[src/rtl/data_mem_initiator.sv]
// data_mem_initiator
//   Load/store initiator for the 128x8 synchronous data memory. Accepts
//   single writes and single/burst reads on a valid/ready request channel,
//   sequences the memory strobes around its one-cycle read latency, and
//   returns read beats on a valid/ready response channel.
//
//   Optional build macro: WRITE_VERIFY_EN
//     Each write is read back and compared; a mismatch sets verifyErr
//     (sticky until reset). Without the macro verifyErr is tied low.
//
// Ports
//   clk, rst_n                      clock, async active-low reset
//   reqValid/reqReady               request handshake
//   reqWrite, reqAddr, reqData      request kind, start line, write data
//   reqLen                          read beats minus 1
//   rspValid/rspReady               response handshake
//   rspData, rspLast                read data, final beat of burst
//   busy                            FSM not idle
//   verifyErr                       sticky write-verify mismatch
//   memRead, memWrite               memory enables
//   lineNumber, memIn, memOut       memory address, write data, read data
module data_mem_initiator #(
  parameter int ADDR_W = 7,
  parameter int DATA_W = 8,
  parameter int LEN_W  = 3
) (
  input  logic              clk,
  input  logic              rst_n,
  input  logic              reqValid,
  output logic              reqReady,
  input  logic              reqWrite,
  input  logic [ADDR_W-1:0] reqAddr,
  input  logic [DATA_W-1:0] reqData,
  input  logic [LEN_W-1:0]  reqLen,
  output logic              rspValid,
  input  logic              rspReady,
  output logic [DATA_W-1:0] rspData,
  output logic              rspLast,
  output logic              busy,
  output logic              verifyErr,
  output logic              memRead,
  output logic              memWrite,
  output logic [ADDR_W-1:0] lineNumber,
  output logic [DATA_W-1:0] memIn,
  input  logic [DATA_W-1:0] memOut
);

  typedef enum logic [2:0] {
    IDLE,
    WR,
    RD_ISSUE,
    RD_CAP,
    RSP
`ifdef WRITE_VERIFY_EN
    ,
    VF_ISSUE,
    VF_CHECK
`endif
  } state_t;

  state_t state, nextState;

  logic [ADDR_W-1:0] addr;
  logic [DATA_W-1:0] data;
  logic [LEN_W-1:0]  count;

  always_ff @(posedge clk or negedge rst_n) begin
    if (!rst_n) state <= IDLE;
    else        state <= nextState;
  end

  always_comb begin
    nextState = state;
    case (state)
      IDLE:     if (reqValid) nextState = reqWrite ? WR : RD_ISSUE;
`ifdef WRITE_VERIFY_EN
      WR:       nextState = VF_ISSUE;
      VF_ISSUE: nextState = VF_CHECK;
      VF_CHECK: nextState = IDLE;
`else
      WR:       nextState = IDLE;
`endif
      RD_ISSUE: nextState = RD_CAP;
      RD_CAP:   nextState = RSP;
      RSP:      if (rspReady) nextState = rspLast ? IDLE : RD_ISSUE;
      default:  nextState = IDLE;
    endcase
  end

  // data is only latched for writes so memIn holds its last written value
  // across reads.
  always_ff @(posedge clk or negedge rst_n) begin
    if (!rst_n) begin
      addr    <= '0;
      data    <= '0;
      count   <= '0;
      rspData <= '0;
      rspLast <= 1'b0;
    end else begin
      case (state)
        IDLE: begin
          if (reqValid) begin
            addr <= reqAddr;
            if (reqWrite) data  <= reqData;
            else          count <= reqLen;
          end
        end
        RD_CAP: begin
          rspData <= memOut;
          rspLast <= (count == '0);
        end
        RSP: begin
          if (rspReady && !rspLast) begin
            addr  <= addr + 1'b1;
            count <= count - 1'b1;
          end
        end
        default: ;
      endcase
    end
  end

`ifdef WRITE_VERIFY_EN
  logic verifyErrReg;

  always_ff @(posedge clk or negedge rst_n) begin
    if (!rst_n)                                   verifyErrReg <= 1'b0;
    else if (state == VF_CHECK && memOut != data) verifyErrReg <= 1'b1;
  end

  assign verifyErr = verifyErrReg;
  assign memRead   = (state == RD_ISSUE) || (state == VF_ISSUE);
`else
  assign verifyErr = 1'b0;
  assign memRead   = (state == RD_ISSUE);
`endif

  // Strobes decode from registered state so reset drops them asynchronously.
  assign memWrite   = (state == WR);
  assign lineNumber = addr;
  assign memIn      = data;
  assign rspValid   = (state == RSP);
  assign busy       = (state != IDLE);
  assign reqReady   = (state == IDLE) && rst_n;

endmodule

[config.mk]
export PLATFORM = sky130hd
export DESIGN_NAME = data_mem_initiator
export DESIGN_NICKNAME = d
export VERILOG_FILES = /design/src/rtl/data_mem_initiator.sv
export SDC_FILE = /design/constraint.sdc
export NUM_CORES = 1
export LEC_CHECK = 0
export ABC_CLOCK_PERIOD_IN_PS = 1600
export CAP_MARGIN = 20
export CORE_ASPECT_RATIO = 1.75
export CORE_MARGIN = 1
export CORE_UTILIZATION = 25
export CTS_BUF_LIST = sky130_fd_sc_hd__clkbuf_8
export CTS_CLUSTER_SIZE = 8
export DETAILED_ROUTE_END_ITERATION = 10
export GPL_TIMING_DRIVEN = 0
export SLEW_MARGIN = 0
export SYNTH_ARGS = -nofsm -noshare
export SYNTH_HDL_FRONTEND = slang
export SYNTH_SLANG_ARGS = --single-unit
[constraint.sdc]
create_clock -name clk -period 1.6 [get_ports clk]
set_clock_uncertainty 0.15 [all_clocks]
set_input_delay 0.32 -clock clk [delete_from_list [all_inputs] [get_ports clk]]
set_output_delay 0.32 -clock clk [all_outputs]
set_load 0.03 [all_outputs]
==> impl_metrics.toml <==
[cts]
clk_path_buf_depth = 2
cts_made_buffers = 5
cts_tree = "built"
clockRootBuffer = "clkbuf_8"
cts_sinks = 30
htreeDepth = 2
clk_pin_slew_ps = 70
insertion_delay_ps = 280

[placement]
port_buffers = 59
dp.cells = 260
gp_congestion = 0.739
post-dp-hpwl_um = 2430

[route]
drc_errors = 0
viasPerCell = 4.33
drt-wirelength-per-cell_um = 12.5
drt_pre_antenna_iters = 4
num_vias = 1221
antenna_left = 0
drt_iter0_drc = 11
wl_um = 3540

[critical_path]
startpoint_type = "register"
worstPathCellList = "or3b_4 -> clkinv_8 -> buf_8"
critPathMaxFanout = 6
path_class = "reg -> out"
rrSetupSlack_ps = -190
slowest_stage = "or3b_4"
reg2reg_to = "memIn[1]"
r2r_start = "state[2]"
end_kind = "output port"
cp.required_ps = 1130
r2r_cells = 4
arrival_ps = 1350
slowest_delay_ps = 450

[timing]
fin_crit_sh = 1.14
hold_viol = 30
timing.hold.ws_ps = -153
drv_slew = 0
setup_tns_ps = -2860
setup-violations-final = 17
rsz0062_at_grt = "true"
fmax_mhz = 550
fin_crit_ps = 1820
fin_ws_ps = -219

[final_layout]
fin_util = 0.438
drive_gt1_frac = 0.325
diodes = 0
nets = 239
syn_to_final_growth_pct = 69.2
final_cells = 282

[global_route]
grt_pass1_vias = 1169
overflow = 0
grt_max_degree = 32
grt_pass1_wl_um = 5460
antenna_found_initial = 0
grtUsageTotal = 0.122

[synthesis]
ys_seq_area_frac = 0.519
synth_edf_count = 0
syn-num-nets = 159
synth.distinct_cells = 33
synth_ff_type = "dfrtp_1"
syn_inst = 125
synth_common_cells = "30 x dfrtp_1, 17 x mux2_1, 10 x nor2_1, 8 x nand2_1, 7 x o21ai_1"
async_reset_ff_frac = 1.00
synth_area_leader_cell = "dfrtp_1"
ys_warn_count = 0
netlist_area_um2 = 1450
ys_seq_elements = 30
synth_top_area_frac = 0.519
synth_most_common_cell = "dfrtp_1"
synthTopCellsByArea = "dfrtp_1 52%, mux2_1 13%, mux2i_1 4.2%, o22a_1 3.0%, ha_1 2.6%"
syn_area_per_cell_um2 = 11.6

[floorplanning]
io_pins = 61
fp.dieH_um = 103
start_util = 0.259
fp.dieW_um = 59.5
core-area_um2 = 5590
num_rows = 36
die_area_um2 = 6100

[power]
total_leakage_power_nw = 1.14
irDropWorstVdd_mv = 0.607
powerDensity_nw_per_um2 = 2020

[run_status]
violations = "negative hold slack, negative setup slack"
status = "complete, but fails checks"

[flow_run]
maxCapViolCount = 0

[hold_path]
hp-class = "in -> async"
power breakdown:
| part | internal, W | leakage (nW) | total (W) | switching [W] |
|---|---|---|---|---|
| Combinational | 0.00133 | 0.740 | 0.00289 | 0.00156 |
| Sequential | 0.00115 | 0.350 | 0.00141 | 0.000262 |
| Clock | 0.000345 | 0.0472 | 0.000635 | 0.000290 |
| Total | 0.00283 | 1.14 | 0.00494 | 0.00211 |
per-layer routing:
layer	vias up	global-route usage	routed length, um
met5	-	0	0
met4	0	0.0659	87
met3	5	0.0263	157
met2	34	0.224	2010
met1	580	0.124	1290
li1	602	-	-
critical path, delay by kind of cell, from the launching register on:
kind | cells | cell delay [ps]
DFF | 1 | 430
buffers and inverters | 2 | 190
and+or+nand+nor | 1 | 450
per-stage QoR:
stage / total power (W) / worst slack, ps / hold WS (ps) / instance area, um^2
5_1_grt: 0.00525 / -252 / -116 / 2440
2_1_floorplan: 0.00299 / -67.2 / -126 / 1470
4_1_cts: 0.00483 / -246 / -38.2 / 2370
3_3_place_gp: 0.00398 / -1650 / 317 / 2150
3_5_place_dp: 0.00402 / -700 / 265 / 2150
6_report: 0.00494 / -219 / -153 / 2440
layout make-up:
cell class / count / area, um^2
Timing Repair Buffer: 74 / 692
Fill cell: 595 / 3140
Buffer: 4 / 35.0
Clock inverter: 2 / 12.5
Inverter: 6 / 35.0
Tap cell: 76 / 95.1
Multi-Input combinational cell: 84 / 736
Clock buffer: 6 / 82.6
Sequential cell: 30 / 757
cell usage in the layout (no fill, tap or decap), types with 2 or more instances in the layout:
cell	n
dfrtp_1	25
ha_1	3
nand2_1	6
buf_4	14
nor3b_2	2
nor2_1	5
mux2_4	8
dlygate4sd2_1	19
o21ai_2	2
and3_1	2
mux2i_1	6
nand2_2	2
inv_1	5
nand3_1	2
o21ai_0	3
mux2_1	9
buf_6	8
clkdlybuf4s50_1	28
clkdlybuf4s15_1	4
o21ai_1	5
nor2_2	2
dfrtp_2	5
clkbuf_8	6
o22a_1	5
nor2_4	3
a21oi_1	4
worst max-delay path by stage:
stage               slack, ps     start        to  cells after the start
finish                   -220  state[1]  rspValid                      3
global route             -250  state[1]  rspValid                      3
CTS                      -250  state[0]  reqReady                      3
detailed placement       -700     rst_n  reqReady                      4
global placement        -1650     rst_n  reqReady                      4
floorplan                 -70  state[1]  memIn[0]                      3
logic make-up (layout without fill, tap and decap cells):
logic type | count (synthesis) | in the layout | share of synthesized area
and+or+nand+nor | 34 | 34 | 0.139
muxes | 23 | 23 | 0.174
DFF | 30 | 30 | 0.519
other | 1 | 1 | 0.00259
adders and majority gates | 3 | 3 | 0.0260
buffers and inverters | 11 | 92 | 0.0398
AOI/OAI and AO/OA | 23 | 23 | 0.0987
sequential cells by signal, indices dropped and copies added (netlist names):
signal / flops
state: 3
rspLast: 1
rspData: 8
lineNumber: 7
count: 3
memIn: 8
repair_timing:
action                     in CTS  in global routing
gates resized for setup        87                 17
setup endpoints to repair      44                 25
buffers inserted                9                  6
hold endpoints to repair       30                 30
gates cloned                    0                  1
pin swaps                       5                  4
No activity file was read; power rests on OpenSTA's default activity.
